## src/rtl/hv_inst_pkg.sv

```systemverilog
// Shared types and constants for the instruction memory path.
package hv_inst_pkg;

  localparam int InstMemAddrWidthDef = 32;

  typedef enum logic [1:0] {
    IDLE = 2'd0,
    RUN  = 2'd1,
    DONE = 2'd2
  } inst_pc_state_t;

endpackage

```

## src/rtl/inst_pc_control.sv

```systemverilog
// Program-counter sequencer: IDLE/RUN/DONE FSM plus registered PC feeding loop control.
// Optional debug override ports are enabled by defining INST_PC_DBG_EN.
module inst_pc_control
  import hv_inst_pkg::*;
#(
  parameter int InstMemAddrWidth = InstMemAddrWidthDef
) (
  input  logic                        clk_i,
  input  logic                        rst_ni,
  input  logic                        clr_i,
  input  logic                        start_i,
  input  logic                        stall_i,
  input  logic [InstMemAddrWidth-1:0] prog_end_addr_i,
  input  logic                        inst_jump_i,
  input  logic [InstMemAddrWidth-1:0] inst_jump_addr_i,
  input  logic                        inst_loop_done_i,
`ifdef INST_PC_DBG_EN
  input  logic                        dbg_en_i,
  input  logic [InstMemAddrWidth-1:0] dbg_addr_i,
  output logic                        dbg_en_o,
`endif
  output logic [InstMemAddrWidth-1:0] inst_pc_o,
  output logic                        inst_en_o,
  output logic                        inst_valid_o,
  output logic                        busy_o,
  output logic                        done_o
);

  localparam logic [InstMemAddrWidth-1:0] PcOne = InstMemAddrWidth'(1);

  inst_pc_state_t              state_q, state_d;
  logic [InstMemAddrWidth-1:0] pc_q, pc_d;
  logic                        dbg_en;
  logic                        hold;

`ifdef INST_PC_DBG_EN
  assign dbg_en   = dbg_en_i;
  assign dbg_en_o = dbg_en_i;
`else
  assign dbg_en = 1'b0;
`endif

  // Debug freezes the sequencer exactly like a stall; DONE ignores both.
  assign hold = stall_i | dbg_en;

  always_comb begin
    state_d = state_q;
    pc_d    = pc_q;
    unique case (state_q)
      IDLE: begin
        pc_d = '0;
        if (!hold && start_i) begin
          state_d = RUN;
        end
      end
      RUN: begin
        if (!hold) begin
          if (inst_loop_done_i) begin
            state_d = DONE;
          end else if (inst_jump_i) begin
            pc_d = inst_jump_addr_i;
          end else if (pc_q == prog_end_addr_i) begin
            state_d = DONE;
          end else begin
            pc_d = pc_q + PcOne;
          end
        end
      end
      DONE: begin
        state_d = IDLE;
        pc_d    = '0;
      end
      default: begin
        state_d = IDLE;
        pc_d    = '0;
      end
    endcase
    if (clr_i) begin
      state_d = IDLE;
      pc_d    = '0;
    end
  end

  always_ff @(posedge clk_i or negedge rst_ni) begin
    if (!rst_ni) begin
      state_q <= IDLE;
      pc_q    <= '0;
    end else begin
      state_q <= state_d;
      pc_q    <= pc_d;
    end
  end

`ifdef INST_PC_DBG_EN
  // The debug address only overrides the visible PC; pc_q resumes untouched.
  assign inst_pc_o = dbg_en_i ? dbg_addr_i : pc_q;
`else
  assign inst_pc_o = pc_q;
`endif

  assign inst_en_o    = (state_q == RUN);
  assign inst_valid_o = (state_q == RUN) && !stall_i && !dbg_en;
  assign busy_o       = (state_q != IDLE);
  assign done_o       = (state_q == DONE);

endmodule
```

## config.mk

```make
export PLATFORM = sky130hd
export DESIGN_NAME = inst_pc_control
export DESIGN_NICKNAME = d
export VERILOG_FILES = /design/src/rtl/hv_inst_pkg.sv /design/src/rtl/inst_pc_control.sv
export SDC_FILE = /design/constraint.sdc
export NUM_CORES = 1
export LEC_CHECK = 0
export ABC_AREA = 1
export BUFFER_PORTS_ARGS = -buffer_cell sky130_fd_sc_hd__buf_2
export CELL_PAD_IN_SITES_DETAIL_PLACEMENT = 2
export CELL_PAD_IN_SITES_GLOBAL_PLACEMENT = 2
export CORE_MARGIN = 1
export CORE_UTILIZATION = 25
export CTS_CLUSTER_DIAMETER = 150
export DETAILED_ROUTE_END_ITERATION = 8
export PLACE_DENSITY = 0.78
export REMOVE_ABC_BUFFERS = 1
export SETUP_SLACK_MARGIN = 0.05
export SYNTH_ARGS = -nofsm -noshare
export SYNTH_HDL_FRONTEND = slang
export SYNTH_SLANG_ARGS = --single-unit
export TNS_END_PERCENT = 30
```

## constraint.sdc

```tcl
create_clock -name clk_i -period 1.95 [get_ports clk_i]
set_input_delay 0.39 -clock clk_i [delete_from_list [all_inputs] [get_ports clk_i]]
set_output_delay 0.39 -clock clk_i [all_outputs]
set_load 0.02 [all_outputs]
```

==> impl_metrics.py, run 1 <==
metrics = {
    "outcome": {
        "violations": "setup timing",
        "outcome": "finished, violations left",
    },
    "layout": {
        "layout_common_cells": "nand2_1, buf_2, nor2_1",
        "postLayoutCoreUtil_pct": 37.5,
        "final_layout_size_suffix_gt1_share_pct": 33.4,
        "mostFrequentLayoutCell": "nand2_1",
        "final_nets": 796,
        "n_antenna_cell": 0,
        "fill_cells": 1553,
        "areaGrowthSynthToFinish_pct": 45.2,
    },
    "power_and_ir_drop": {
        "clkPwrFrac_pct": 28.0,
        "pwr-share-comb_pct": 43.4,
        "irDropWorstVdd_v": 0.000509,
        "power_density_nw_per_um2": 664,
        "p_int_mw": 1.78,
        "p_switching_mw": 1.40,
        "swShare_pct": 44.0,
        "p_seq_share_pct": 28.7,
        "power.leakage_nw": 2.44,
    },
    "clock_tree": {
        "clockRootBuffer": "clkbuf_16",
        "cts_hold_buf": 0,
        "cts.reportedPaths.clkPinSlew_ns": 0.07,
        "cts_sinks": 34,
        "clockBufferDepth": 2,
        "cts_htree_levels": 2,
        "clk_latency_ns": 0.31,
        "numCtsBuffers": 5,
        "cts_tree": "done",
    },
    "global_route": {
        "grt.overflow.total": 0,
        "grt_pass1_vias": 5015,
        "grtUsageTotal_pct": 27.1,
        "grt_max_degree": 49,
        "antenna_found_initial": 0,
        "grt_pass1_wl_um": 27300,
    },
    "worst_setup_path": {
        "path_max_fanout": 7,
        "critical-path-max-stage-delay_ns": 0.41,
        "cp_top_family": "simple AND/OR/NAND/NOR gates",
        "crit_slowest_cell": "dfrtp_1",
        "cp.arrival_ns": 2.23,
        "critical_path.startpoint_type": "flop",
        "path_cells": "inv_1 -> nand2_1 -> o21ai_0 -> nor2_1 -> nand3_1 -> nor2_2 -> nand3_4 -> nand2_4 -> nand2_4 -> buf_6 -> nand2_2 -> nand2_1",
        "worstSetupPathType": "flop to flop",
        "required_ns": 2.11,
        "end_kind": "flop",
        "worst-path-buf-inv": 2,
    },
    "min_path": {
        "hold_path.class": "input port to async pin",
    },
    "sta": {
        "clock_skew_ns": 0.0149,
        "maxSlewViolCount": 0,
        "relSlewSlack_pct": 56.0,
        "rsz0062_at_grt": "true",
        "hold_viol": 0,
        "setup_viol": 27,
        "setup_tns_ns": -1.13,
        "holdWs_ns": 0.0794,
        "fmax_ghz": 0.483,
        "period_share_pct": 106,
        "period_needed_ns": 2.07,
        "tightest_slew_ns": 0.659,
        "fin_ws_ns": -0.118,
    },
    "floorplanning": {
        "die_w_um": 117,
        "num_io_pins": 107,
        "die_area_um2": 13700,
        "initial_utilization_pct": 25.8,
        "coreArea_um2": 12800,
        "die-height_um": 117,
        "rows": 41,
    },
    "placed_design": {
        "gp_congestion": 0.842,
        "io_buffer_count": 106,
        "pre_cts_slack_ns": -0.212,
        "hpwl_um": 12900,
    },
    "route": {
        "drt-total-wl_um": 19200,
        "first_pass_iters": 4,
        "drc": 0,
        "first_iter_violations": 177,
        "vias": 4611,
        "viasPerCell": 5.14,
        "route.antenna.remaining_nets": 0,
        "wl_per_cell_um": 21.4,
    },
    "synth": {
        "synthCells": 580,
        "netlist_area_um2": 3300,
        "synth_compound_area_share_pct": 5.61,
        "synth_adder_area_share_pct": 0.379,
        "synth.avg_cell_area_um2": 5.69,
        "synth_seq_area_share_pct": 25.8,
        "synth_top_family_by_area": "simple AND/OR/NAND/NOR gates",
        "synth_xor_area_share_pct": 6.37,
        "muxShareOfSynthArea_pct": 0,
        "synth_seq_cells": 34,
        "synth-simple-area-share_pct": 51.1,
        "ys_warn_count": 0,
        "ys_types": 29,
    },
    "run": {
        "cap_violations": 0,
    },
}
## through the flow
step	power [mW]	area (um2)	cells
after detailed placement	2.16	4240	874
after CTS	3.07	4520	886
final	3.18	4790	897
after global placement	2.09	4240	874
after global routing	3.32	4790	897
after floorplan	1.53	3190	559
## cell usage after synthesis (all sizes together)
cell	n	area, um2
nand4	17	106
buf	11	72.6
clkinv	1	3.75
dfrtp	34	851
ha	1	12.5
inv	64	240
a21oi	4	20.0
nor2	95	372
o211ai	4	30.0
o22ai	1	6.26
clkbuf	10	38.8
nand2	209	795
nand3	65	330
nor3	10	50.1
o22a	1	8.76
xnor2	15	131
o21ai	24	120
xor2	9	78.8
or2	2	12.5
nand3b	3	22.5
## worst paths after layout
path	from	to	slack (ns)	cells past startpoint
worst max-delay path	inst_pc_o[13]	inst_pc_o[28]	-0.12	12
worst min-delay path	rst_ni	inst_pc_o[7]	0.08	1
worst max register to register	inst_pc_o[13]	inst_pc_o[28]	-0.12	12
worst min register to register	state_q[0]	state_q[0]	0.58	2
max in group asynchronous	rst_ni	inst_pc_o[1]	1.35	2
min in group clk_i	inst_jump_addr_i[24]	inst_pc_o[24]	0.44	5
## state kept, by name (all words and copies together) (netlist names)
signal,flops
inst_pc_o,32
state_q,2
## layout make-up
cell class	count	area [um2]	share of cell area, %
Multi-Input combinational cell	460	2330	48.6
Sequential cell	34	867	18.1
Inverter	65	248	5.17
Tap cell	172	215	4.49
Timing Repair Buffer	158	987	20.6
Clock buffer	7	143	2.97
Clock inverter	1	5.00	0.104
## kinds of logic after synthesis
| family | Yosys count |
|---|---|
| compound gates | 34 |
| buf+inv | 86 |
| flops | 34 |
| fa+ha+maj | 1 |
| xor+xnor | 24 |
| simple gates | 401 |
## repair_timing
action	CTS	global route
setup endpoints to repair	34	34
gates cloned	1	0
pin swaps	5	16
buffers inserted	3	12
resized for setup	31	64
## layer usage
metal | track usage (%) | share of wire, %
met5 | 0 | 0
met4 | 11.4 | 4.9
met3 | 3.40 | 4.1
met2 | 47.9 | 49
met1 | 33.1 | 42
## power by group through the flow
stage                     Sequential [mW]  Combinational (mW)  Clock, mW
after floorplan                     0.993               0.534          0
after global placement              0.906                1.18          0
after detailed placement            0.911                1.25          0
after CTS                           0.902                1.29      0.879
after global routing                0.923                1.49      0.909
final                               0.912                1.38      0.890
Power figures use the tool's default switching activity.
==> inputs of run 2 (changes only) <==
--- a/config.mk
+++ b/config.mk
@@ -6,7 +6,7 @@
 export NUM_CORES = 1
 export LEC_CHECK = 0
 export ABC_AREA = 1
-export BUFFER_PORTS_ARGS = -buffer_cell sky130_fd_sc_hd__buf_2
+export BUFFER_PORTS_ARGS = -buffer_cell sky130_fd_sc_hd__buf_4
 export CELL_PAD_IN_SITES_DETAIL_PLACEMENT = 2
 export CELL_PAD_IN_SITES_GLOBAL_PLACEMENT = 2
 export CORE_MARGIN = 1
==> run 2 against run 1 <==
The run still ends with setup timing left. Non-clock buffer count increased by 8. Maximum frequency up 1.9%. Routed wire length grew 5.3%.
==> impl_metrics.py, run 2 (synthesis results as in run 1) <==
metrics = {
    "placed_design": {
        "gp_congestion": 0.874,
        "hpwl_um": 13000,
        "io_buffer_count": 106,
    },
    "global_route": {
        "grt_max_degree": 45,
        "grt_pass1_wl_um": 28300,
        "grtUsageTotal_pct": 27.8,
        "grt_pass1_vias": 5123,
        "antenna_found_initial": 0,
        "grt.overflow.total": 0,
    },
    "floorplanning": {
        "coreArea_um2": 12800,
        "die_area_um2": 13700,
        "die_w_um": 117,
        "initial_utilization_pct": 25.8,
        "die-height_um": 117,
        "rows": 41,
        "num_io_pins": 107,
    },
    "min_path": {
        "hold_path.class": "input port to async pin",
    },
    "sta": {
        "hold_viol": 0,
        "tightest_slew_ns": 0.656,
        "rsz0062_at_grt": "true",
        "setup_viol": 3,
        "relSlewSlack_pct": 56.2,
        "fin_ws_ns": -0.0796,
        "fmax_ghz": 0.493,
        "holdWs_ns": 0.0454,
        "maxSlewViolCount": 0,
        "clock_skew_ns": 0.0133,
        "period_share_pct": 104,
        "period_needed_ns": 2.03,
    },
    "route": {
        "drt-total-wl_um": 20200,
        "route.antenna.remaining_nets": 0,
        "vias": 4749,
        "drc": 0,
        "viasPerCell": 5.25,
        "first_iter_violations": 255,
        "first_pass_iters": 4,
        "wl_per_cell_um": 22.4,
    },
    "layout": {
        "largest_reg_flops": 32,
        "layout_common_cells": "nand2_1, buf_4, nor2_1",
        "n_antenna_cell": 0,
        "final_nets": 804,
        "areaGrowthSynthToFinish_pct": 55.9,
        "mostFrequentLayoutCell": "nand2_1",
        "postLayoutCoreUtil_pct": 40.3,
        "final_layout_size_suffix_gt1_share_pct": 35.3,
    },
    "outcome": {
        "violations": "setup timing",
        "outcome": "finished, violations left",
    },
    "clock_tree": {
        "cts_tree": "done",
        "clk_latency_ns": 0.31,
        "numCtsBuffers": 5,
        "cts_htree_levels": 2,
        "cts_hold_buf": 0,
        "clockBufferDepth": 2,
        "clockRootBuffer": "clkbuf_16",
        "cts.reportedPaths.clkPinSlew_ns": 0.07,
        "cts_sinks": 34,
    },
    "run": {
        "cap_violations": 0,
    },
    "worst_setup_path": {
        "worstSetupPathType": "flop to flop",
        "cp.arrival_ns": 2.23,
        "r2r-start": "inst_pc_o[14]",
        "critical_path.startpoint": "inst_pc_o[14]",
        "path_max_fanout": 3,
        "end_kind": "flop",
        "required_ns": 2.15,
        "r2r_cells": 13,
        "critical_path.startpoint_type": "flop",
    },
    "power_and_ir_drop": {
        "irDropWorstVdd_v": 0.000403,
        "power_density_nw_per_um2": 663,
        "power.leakage_nw": 2.58,
    },
}
[run 2: area by class of cell]
class                      instances  area [um2]
fill                            1549        7620
multi-input combinational        460        2360
timing repair buffer             166        1290
sequential                        34         871
inverter                          65         244
tap                              172         215
clock buffer                       6         129
clock inverter                     2        37.5
[run 2: where the power goes]
group | switching (mW) | leakage (nW) | internal (mW) | total (mW)
Sequential | 0.123 | 0.442 | 0.791 | 0.915
Combinational | 0.916 | 2.07 | 0.595 | 1.51
Clock | 0.381 | 0.0771 | 0.606 | 0.987
[run 2: path summary, 6_finish.rpt]
| path | to | slack, ns |
|---|---|---|
| max | inst_pc_o[15] | -0.08 |
| min | inst_pc_o[2] | 0.05 |
| max reg2reg | inst_pc_o[15] | -0.08 |
| min reg2reg | state_q[0] | 0.58 |
| max in group asynchronous | inst_pc_o[9] | 1.46 |
| min in group clk_i | inst_pc_o[21] | 0.41 |
[run 2: routing by layer]
metal  routed length, um  part of all wire (%)  global-route usage [%]  up-vias
met3                 866                   4.3                    3.24       58
li1                    -                     -                       -     2119
met1                8340                    41                    33.7     2400
met4                 801                   4.0                    9.87        0
met2               10200                    51                    50.4      172
met5                   0                     0                       0        -
[run 2: worst max-delay path, stage by stage (launching register included)]
cell and delay, ns:
dfrtp_2 0.45, buf_4 0.16, nand2_1 0.11, inv_1 0.07, nand2_1 0.13, inv_1 0.07
nand2_1 0.13, nor2_2 0.07, buf_4 0.15, xor2_1 0.13, o21ai_0 0.20, inv_1 0.10
nand2_1 0.09, nand2_1 0.06
[run 2: timing repair]
item / CTS / global route
resized for setup: 41 / 59
pin swaps: 8 / 14
setup buffers: 7 / 12
setup endpoints to repair: 34 / 34
endpoints found under the hold margin: 0 / 0
[run 2: per-stage QoR]
step           cells  area [um2]  setup slack (ns)  power, mW  TNS [ns]
6_report         905        5150           -0.0796       3.41    -0.101
2_1_floorplan    559        3190            -0.320       1.53     -7.75
3_5_place_dp     878        4530            -0.363       2.27     -6.08
4_1_cts          893        4880            0.0522       3.27         0
5_1_grt          905        5150            -0.171       3.55     -1.31
3_3_place_gp     878        4530            -0.319       2.21     -3.01
==> inputs of run 3 (changes only) <==
--- a/config.mk
+++ b/config.mk
@@ -9,11 +9,12 @@
 export BUFFER_PORTS_ARGS = -buffer_cell sky130_fd_sc_hd__buf_4
 export CELL_PAD_IN_SITES_DETAIL_PLACEMENT = 2
 export CELL_PAD_IN_SITES_GLOBAL_PLACEMENT = 2
-export CORE_MARGIN = 1
-export CORE_UTILIZATION = 25
+export CORE_MARGIN = 2
+export CORE_UTILIZATION = 23
+export CTS_BUF_LIST = sky130_fd_sc_hd__clkbuf_8 sky130_fd_sc_hd__clkbuf_16
 export CTS_CLUSTER_DIAMETER = 150
 export DETAILED_ROUTE_END_ITERATION = 8
-export PLACE_DENSITY = 0.78
+export PLACE_DENSITY = 0.76
 export REMOVE_ABC_BUFFERS = 1
 export SETUP_SLACK_MARGIN = 0.05
 export SYNTH_ARGS = -nofsm -noshare
==> constraint.sdc (replaced) <==
create_clock -name clk_i -period 1.7 [get_ports clk_i]
set_input_delay 0.34 -clock clk_i [delete_from_list [all_inputs] [get_ports clk_i]]
set_output_delay 0.34 -clock clk_i [all_outputs]
set_load 0.02 [all_outputs]
==> run 3 against run 2 <==
The run still ends with setup timing left. Maximum frequency is 2.9% lower. Non-clock buffer count is 50 higher. Combinational power is 36% higher. Routed wire length is 22% higher. Flip-flop and latch count stayed put. Utilization is 1.7 points higher. Hold slack worse by 0.026 ns. Worst setup slack worse by 0.31 ns. Die area is 12% higher. Cell area is 14% higher. Register-to-register slack worse by 0.31 ns. Global-route usage is 0.84 points higher. Largest power group unchanged. Highest routed layer unchanged.
==> impl_metrics.py, run 3 (synthesis results as in run 1) <==
metrics = {
    "outcome": {
        "violations": "setup timing",
        "outcome": "finished, violations left",
    },
    "layout": {
        "final_layout_size_suffix_gt1_share_pct": 46.5,
        "design_area_um2": 5850,
        "final_nets": 854,
        "layout_common_cells": "buf_4, nand2_1, inv_1",
        "fill_cells": 1653,
        "n_antenna_cell": 0,
        "postLayoutCoreUtil_pct": 42.0,
        "mostFrequentLayoutCell": "buf_4",
        "instances_no_fill": 963,
        "areaGrowthSynthToFinish_pct": 77.3,
        "largest_reg_flops": 32,
    },
    "worst_setup_path": {
        "crit_slowest_cell": "dfrtp_1",
        "worstSetupPathType": "flop to flop",
        "cp.arrival_ns": 2.27,
        "critical_path.startpoint": "inst_pc_o[13]",
        "end_kind": "flop",
        "required_ns": 1.88,
        "path_cells": "buf_4 -> nand2_1 -> nor3_1 -> buf_4 -> nand2_1 -> nor2_1 -> nand2_1 -> nand2_1 -> nand3_1 -> nand2_1 -> inv_1 -> nand2_4 -> nand2_2",
        "critical-path-max-stage-delay_ns": 0.42,
        "reg2reg_to": "inst_pc_o[25]",
        "r2r_cells": 13,
        "critical_path.startpoint_type": "flop",
        "path_max_fanout": 3,
        "cp_common_cell": "nand2_1",
        "reg2reg_slack_ns": -0.39,
        "r2r-start": "inst_pc_o[13]",
    },
    "global_route": {
        "grtUsageTotal_pct": 28.6,
        "grt_pass1_vias": 5616,
        "grt_pass1_wl_um": 32300,
        "antenna_found_initial": 0,
        "grt_max_degree": 44,
        "grt.overflow.total": 0,
    },
    "sta": {
        "fmax_ghz": 0.478,
        "relSlewSlack_pct": 55.8,
        "maxSlewViolCount": 0,
        "hold_viol": 0,
        "clock_skew_ns": 0.0107,
        "period_needed_ns": 2.09,
        "tightest_slew_ns": 0.661,
        "setup_viol": 34,
        "period_share_pct": 123,
        "fin_ws_ns": -0.391,
        "setup_tns_ns": -9.73,
        "rsz0062_at_grt": "true",
    },
    "run": {
        "cap_violations": 0,
    },
    "placed_design": {
        "dpl_cell_area_um2": 4950,
        "io_buffer_count": 106,
        "hpwl_um": 14000,
        "gp_congestion": 0.880,
        "dp_cells": 940,
    },
    "floorplanning": {
        "die_w_um": 124,
        "rows": 43,
        "num_io_pins": 107,
        "die-height_um": 124,
        "coreArea_um2": 13900,
        "die_area_um2": 15300,
        "initial_utilization_pct": 23.7,
    },
    "clock_tree": {
        "cts_sinks": 34,
        "clockRootBuffer": "clkbuf_16",
        "cts.reportedPaths.clkPinSlew_ns": 0.07,
        "clk_latency_ns": 0.30,
        "clockBufferDepth": 2,
        "numCtsBuffers": 5,
        "cts_tree": "done",
        "cts_htree_levels": 2,
    },
    "power_and_ir_drop": {
        "irDropWorstVdd_v": 0.000469,
        "power_density_nw_per_um2": 723,
        "power.leakage_nw": 2.96,
        "finalPower_mw": 4.24,
    },
    "route": {
        "wl_per_cell_um": 25.6,
        "viasPerCell": 5.29,
        "first_iter_violations": 239,
        "route.antenna.remaining_nets": 0,
        "first_pass_iters": 4,
        "vias": 5095,
        "drt-total-wl_um": 24700,
        "drc": 0,
    },
    "min_path": {
        "hold_path.class": "input port to async pin",
    },
}
==> run 3: cell count changes in the layout (fill, tap and decap cells not counted), moves of 5 or more <==
cell	before	now
buf_4	159	206
nand2_1	191	150
nand2_2	16	48
nand2_4	2	9
nand3_1	59	52
nand3_2	4	11
nor2_1	65	58
nor2_4	11	16
==> run 3: power breakdown <==
group | total [mW] | switching [mW] | leakage (nW) | internal, mW
Combinational | 2.06 | 1.24 | 2.42 | 0.822
Sequential | 1.05 | 0.138 | 0.446 | 0.907
Clock | 1.13 | 0.448 | 0.0864 | 0.685
Total | 4.24 | 1.82 | 2.96 | 2.41
==> run 3: per-layer routing <==
| layer | routed length, um | vias up | GRT usage (%) |
|---|---|---|---|
| met2 | 12200 | 241 | 50.4 |
| met1 | 9390 | 2535 | 33.6 |
| met4 | 1420 | 0 | 14.1 |
| met3 | 1610 | 98 | 4.40 |
| met5 | 0 | - | 0 |
| li1 | - | 2221 | - |
==> run 3: critical path: cells and delay by family, from the launching register on <==
family        cells  cell delay, ns
flops             1            0.42
buf+inv           3            0.45
simple gates     10            1.11
==> run 3: area by class of cell <==
type	count	area [um2]	area share, %
multi-input combinational	460	2640	45.0
timing repair buffer	216	1720	29.4
sequential	34	868	14.8
inverter	65	244	4.17
tap	180	225	3.85
clock buffer	5	125	2.14
clock inverter	3	37.5	0.641
==> run 3: worst max path at each step <==
stage / to / slack, ns / depth (start not counted)
2_1_floorplan: inst_pc_o[19] / -0.52 / 10
3_3_place_gp: inst_pc_o[11] / -0.35 / 11
3_5_place_dp: inst_pc_o[4] / -0.46 / 12
4_1_cts: inst_pc_o[26] / -0.17 / 13
5_1_grt: inst_pc_o[25] / -0.48 / 13
6_report: inst_pc_o[25] / -0.39 / 13
==> run 3: metrics by stage <==
| step | setup WS [ns] | hold slack [ns] |
|---|---|---|
| after floorplan | -0.520 | 0.0444 |
| after global placement | -0.348 | 0.339 |
| after detailed placement | -0.459 | 0.347 |
| after CTS | -0.167 | 0.0375 |
| after global routing | -0.485 | 0.0497 |
| final | -0.391 | 0.0191 |
==> run 3: what timing repair did <==
action	CTS	global route
pin swaps	13	30
gates cloned	1	0
resized for setup	55	131
buffers inserted	6	8
setup endpoints to repair	34	34
hold buffers	0	0
